File: src/rtl/piso_serial_tx.sv
// piso_serial_tx: parallel-in serial-out shift-register transmitter.
// Accepts a WIDTH-bit word on a valid/ready handshake and shifts it out one
// bit per clock on a registered serial line, with frame_start/done markers
// so a downstream SIPO or flip-flop chain can rebuild the word.
// Optional feature: define PISO_TX_PARITY_EN to append an even-parity bit
// after the data bits (frame grows to WIDTH+1 cycles).
module piso_serial_tx #(
  parameter int WIDTH     = 8,
  parameter bit MSB_FIRST = 1'b1
) (
  input  logic             clk,
  input  logic             rst,
  input  logic             load_valid,
  input  logic [WIDTH-1:0] din,
  output logic             load_ready,
  output logic             sout,
  output logic             sout_valid,
  output logic             frame_start,
  output logic             done
);

`ifdef PISO_TX_PARITY_EN
  localparam int FRAME_LEN = WIDTH + 1;
`else
  localparam int FRAME_LEN = WIDTH;
`endif

  localparam int             CW           = $clog2(WIDTH + 2);
  localparam logic [CW-1:0]  LAST_IDX     = CW'(FRAME_LEN - 1);
  localparam logic [CW-1:0]  PRE_LAST_IDX = CW'(FRAME_LEN - 2);

  localparam logic [0:0] IDLE  = 1'b0;
  localparam logic [0:0] SHIFT = 1'b1;

  logic [0:0]       state;
  logic [WIDTH-1:0] shreg;     // bits still waiting to be sent
  logic [CW-1:0]    cnt;       // index of the bit currently on sout
  logic             last_bit;
  logic             accept;
  logic             first_bit;
  logic             next_bit;
  logic [WIDTH-1:0] shreg_shifted;

`ifdef PISO_TX_PARITY_EN
  logic             par_bit;   // even parity of the accepted word
`endif

  assign last_bit   = (state == SHIFT) && (cnt == LAST_IDX);
  assign load_ready = (state == IDLE) || last_bit;
  assign accept     = load_valid && load_ready;
  assign first_bit  = MSB_FIRST ? din[WIDTH-1] : din[0];

  // Pick the bit to present next and the shift register after it leaves.
  always_comb begin
    // NOTE: every output of a combinational block gets a default first so
    // no path leaves it unassigned and no latch is inferred.
    next_bit      = MSB_FIRST ? shreg[WIDTH-1] : shreg[0];
    shreg_shifted = MSB_FIRST ? (shreg << 1) : (shreg >> 1);
`ifdef PISO_TX_PARITY_EN
    if (cnt == CW'(WIDTH - 1)) begin
      next_bit = par_bit;
    end
`endif
  end

  // Frame sequencer: load on accept, shift each cycle, close after the last bit.
  always_ff @(posedge clk) begin
    // NOTE: state registers use non-blocking assignments so every register
    // samples the pre-edge values regardless of statement order.
    if (rst) begin
      state       <= IDLE;
      shreg       <= '0;
      cnt         <= '0;
      sout        <= 1'b0;
      sout_valid  <= 1'b0;
      frame_start <= 1'b0;
      done        <= 1'b0;
`ifdef PISO_TX_PARITY_EN
      par_bit     <= 1'b0;
`endif
    end else if (accept) begin
      // Also covers back-to-back loads in the last-bit cycle: no gap.
      state       <= SHIFT;
      shreg       <= MSB_FIRST ? (din << 1) : (din >> 1);
      cnt         <= '0;
      sout        <= first_bit;
      sout_valid  <= 1'b1;
      frame_start <= 1'b1;
      done        <= 1'b0;
`ifdef PISO_TX_PARITY_EN
      par_bit     <= ^din;
`endif
    end else if (last_bit) begin
      state       <= IDLE;
      shreg       <= '0;
      cnt         <= '0;
      sout        <= 1'b0;
      sout_valid  <= 1'b0;
      frame_start <= 1'b0;
      done        <= 1'b0;
    end else if (state == SHIFT) begin
      shreg       <= shreg_shifted;
      cnt         <= cnt + CW'(1);
      sout        <= next_bit;
      frame_start <= 1'b0;
      done        <= (cnt == PRE_LAST_IDX);
    end
  end

endmodule
File: config.mk
export PLATFORM = sky130hd
export DESIGN_NAME = piso_serial_tx
export DESIGN_NICKNAME = d
export VERILOG_FILES = /design/src/rtl/piso_serial_tx.sv
export SDC_FILE = /design/constraint.sdc
export NUM_CORES = 1
export LEC_CHECK = 0
export CELL_PAD_IN_SITES_DETAIL_PLACEMENT = 2
export CELL_PAD_IN_SITES_GLOBAL_PLACEMENT = 2
export CORE_MARGIN = 1
export CORE_UTILIZATION = 30
export DETAILED_ROUTE_END_ITERATION = 6
export PLACE_DENSITY_LB_ADDON = 0.1
export SYNTH_ARGS = -nofsm -noshare
export SYNTH_HDL_FRONTEND = slang
export SYNTH_SLANG_ARGS = --single-unit
File: constraint.sdc
create_clock -name clk -period 2.78 [get_ports clk]
set_input_delay 0.278 -clock clk [delete_from_list [all_inputs] [get_ports clk]]
set_output_delay 0.278 -clock clk [all_outputs]
set_load 0.05 [all_outputs]
==> summary.md <==
| Metric | Value |
|---|---|
| Run status | complete, no violations |
| Simple-gate portion of the synthesized area | 21.2% |
| Longest Clk Path Bufs | 2 |
| RSZ-0062 raised after global routing | no |
| CTS tree | built |
| Total GRT Usage | 16.2% |
| Met2 WL post-DR | 834 microns |
| Core box area | 0.00223 sq mm |
| Worst Hold End | done |
| Worst Max-Slew Pin Slew | 0.603 ns |
| Peak supply drop | 0.000269 V |
| Clock skew | 0.00334 ns |
| Vias | 644 |
| Slew margin rel. | 59.8% |
| Period utilization | 80.6% |
| Hold Crit Start | done |
| Slowest stage delay, CP | 0.80 ns |
| Highest layer used for signal routing | met4 |
| Die Wd | 50.8 microns |
| Synth Area in XOR/XNOR | 3.68% |
| CP Cell Sequence | ha_1, nand3b_1, nand2_1, clkdlybuf4s50_1 |
| Setup tns final | 0 ns |
| Initial core utilization | 31.9% |
| Leakage | 0.349 nW |
| Synth Area in Compound Gates | 20.4% |
| Grt ovf | 0 |
| CTS Hold Bufs | 0 |
| Clk slew on worst S/H paths | 0.09 ns |
| Pwr dens | 510 mW/mm^2 |
| CTS root buffer | clkbuf_4 |
| Syn Area/Cell | 8.91 sq um |
| Skew-Pair Late Insertion Delay | 0.28 ns |
| Asr flop ratio synth | 0% |
| Die H | 50.8 microns |
| Endpoints failing setup | 0 |
| Count of cell types in the netlist | 25 |
| Fmax | 0.446 GHz |
| Placer Congestion | 0.621 |
| Crit path launch type | register |
| Cell with the most instances after synthesis | dfxtp_1 |
| DR WL/cell | 14.2 microns |
| WL final | 1770 microns |
| Largest cells by area after synthesis | dfxtp_1 42%, a22o_1 8.6%, a21oi_1 7.7% |
| Crit path max fanout | 4 |
| WP data required | 2.50 ns |
| MaxCap Viol Count | 0 |
| Vias in the first global route | 675 |
| Reg2reg setup slack | 1.06 ns |
| Final HPWL DP | 1300 microns |
| Port Buffers | 15 |
| DRC Markers | 0 |
| Portion of netlist area occupied by mux cells | 1.40% |
| Area growth, synth to finish | 28.2% |
| Layout Cells excl Fill | 125 |
| Slew Limit Fails | 0 |
| Yosys top cell area share | 42.1% |
| Ys Warns | 0 |
| Slowest-stage cell, CP | clkdlybuf4s50_1 |
| Crit path arrival time | 1.96 ns |
| Largest net degree at the start of global routing | 16 |
| Syn_nets | 93 |
| Crit. End Element | output pin |
| # IOs | 16 |
| Num rows | 17 |
| ANT nets after route | 0 |
| Vias/cell | 5.15 |
| Sink Count | 15 |
| #FFs+latches synth | 15 |
| Core Util, Final | 41.0% |
| Ant diodes | 0 |
| Cells on worst reg2reg path | 4 |
| DRT Pass-1 Iters | 3 |
| TritonCTS buffer count | 3 |
| FF-to-FF Start | state |
| Final count of hold timing violations | 0 |
| Crit Path Class | register to output pin |
| Layout cells sized above 1 | 9.28% |
| Area leader, netlist | dfxtp_1 |
| Resized Gates After CTS | 0 |
| Top cells by count, synth | 15 x dfxtp_1, 11 x a21oi_1, 8 x inv_1 |
| Worst reg2reg endpoint | cnt[1] |
| Post-synth EDFFs | 0 |
| Metal3 WL | 53 microns |
| Placed Cells | 121 |
| Largest family of logic cells by synthesized area | simple AND/OR/NAND/NOR gates |
| Top FF cell, synth | dfxtp_1 |
| Worst Hold Class | register to register |
| Initial antenna violation count | 0 |
| Post-Synthesis Cells | 80 |
| First-pass GRT wire length | 3090 microns |
| Post-Syn Area | 713 sq um |
| H-tree Lvls | 1 |
| Post-layout net count | 111 |
| Die area | 0.00258 sq mm |
| Metal1 wirelength | 868 microns |
| Setup Buffers After CTS | 0 |
| Min-Delay Path Depth | 2 |
| Sequential area share after synthesis | 42.1% |
| Initial DRC Count | 3 |
| Adder-Cell Fraction of Synth Area | 3.51% |
| Crit path time final | 2.24 ns |
==> critical path: cells and delay by family, from the launching register on <==
| kind | cells | cell delay (ns) |
|---|---|---|
| buf+inv | 1 | 0.80 |
| flops | 1 | 0.39 |
| simple gates | 2 | 0.26 |
| fa+ha+maj | 1 | 0.23 |
==> power breakdown <==
group,switching [mW],leakage [nW],internal (mW)
clock,0.0702,0.0150,0.0557
combinational,0.0511,0.211,0.0464
sequential,0.0129,0.124,0.230
total,0.134,0.349,0.332
==> layer usage <==
metal / GRT usage (%) / up-vias
li1: - / 315
met1: 21.4 / 313
met2: 24.9 / 14
met3: 2.73 / 2
met4: 8.33 / 0
met5: 0 / -
==> worst max-delay path by stage <==
stage	from	endpoint	slack (ns)
4_1_cts	cnt[0]	load_ready	0.52
6_report	cnt[0]	load_ready	0.54
5_1_grt	cnt[0]	load_ready	0.43
2_1_floorplan	state	load_ready	1.02
3_3_place_gp	cnt[0]	load_ready	0.89
3_5_place_dp	cnt[0]	load_ready	0.86
==> final cells by class <==
cell class | instances | area (sq um)
sequential | 15 | 300
multi-input combinational | 53 | 358
timing repair buffer | 17 | 165
tap | 28 | 35.0
clock buffer | 4 | 26.3
inverter | 8 | 30.0
fill | 249 | 1320
==> cells by family after synthesis <==
family,Yosys count
XOR/XNOR,3
flip-flops,15
AO/OA/AOI/OAI,21
buffers and inverters,12
adder cells (fa/ha/maj),2
multiplexers,1
AND/OR/NAND/NOR,26
==> registers in the layout (all words and copies together), names as in the netlist <==
register,cells
frame_start,1
sout,1
done,1
shreg,7
state,1
cnt,4
==> cell usage in the layout, fill, tap and decap left out, drive strengths merged, types with 2 or more instances in the layout <==
master / netlist / routed
a21oi: 11 / 11
xor2: 2 / 2
nor3: 8 / 8
buf: 3 / 2
clkbuf: 1 / 4
nand3: 2 / 2
nor2: 5 / 5
nand2: 2 / 2
ha: 2 / 2
nand2b: 3 / 3
nor2b: 2 / 2
clkdlybuf4s50: 0 / 15
inv: 8 / 8
dfxtp: 15 / 15
a22o: 7 / 7
==> metrics by stage <==
step	hold WS (ns)	worst slack, ns	power [mW]	cell area, sq um
finish	0.469	0.538	0.466	915
global route	0.497	0.432	0.494	915
CTS	0.479	0.520	0.476	915
detailed placement	0.466	0.862	0.346	888
global placement	0.455	0.885	0.343	888
floorplan	0.347	1.02	0.309	713
No activity file was read; power rests on OpenSTA's default activity.
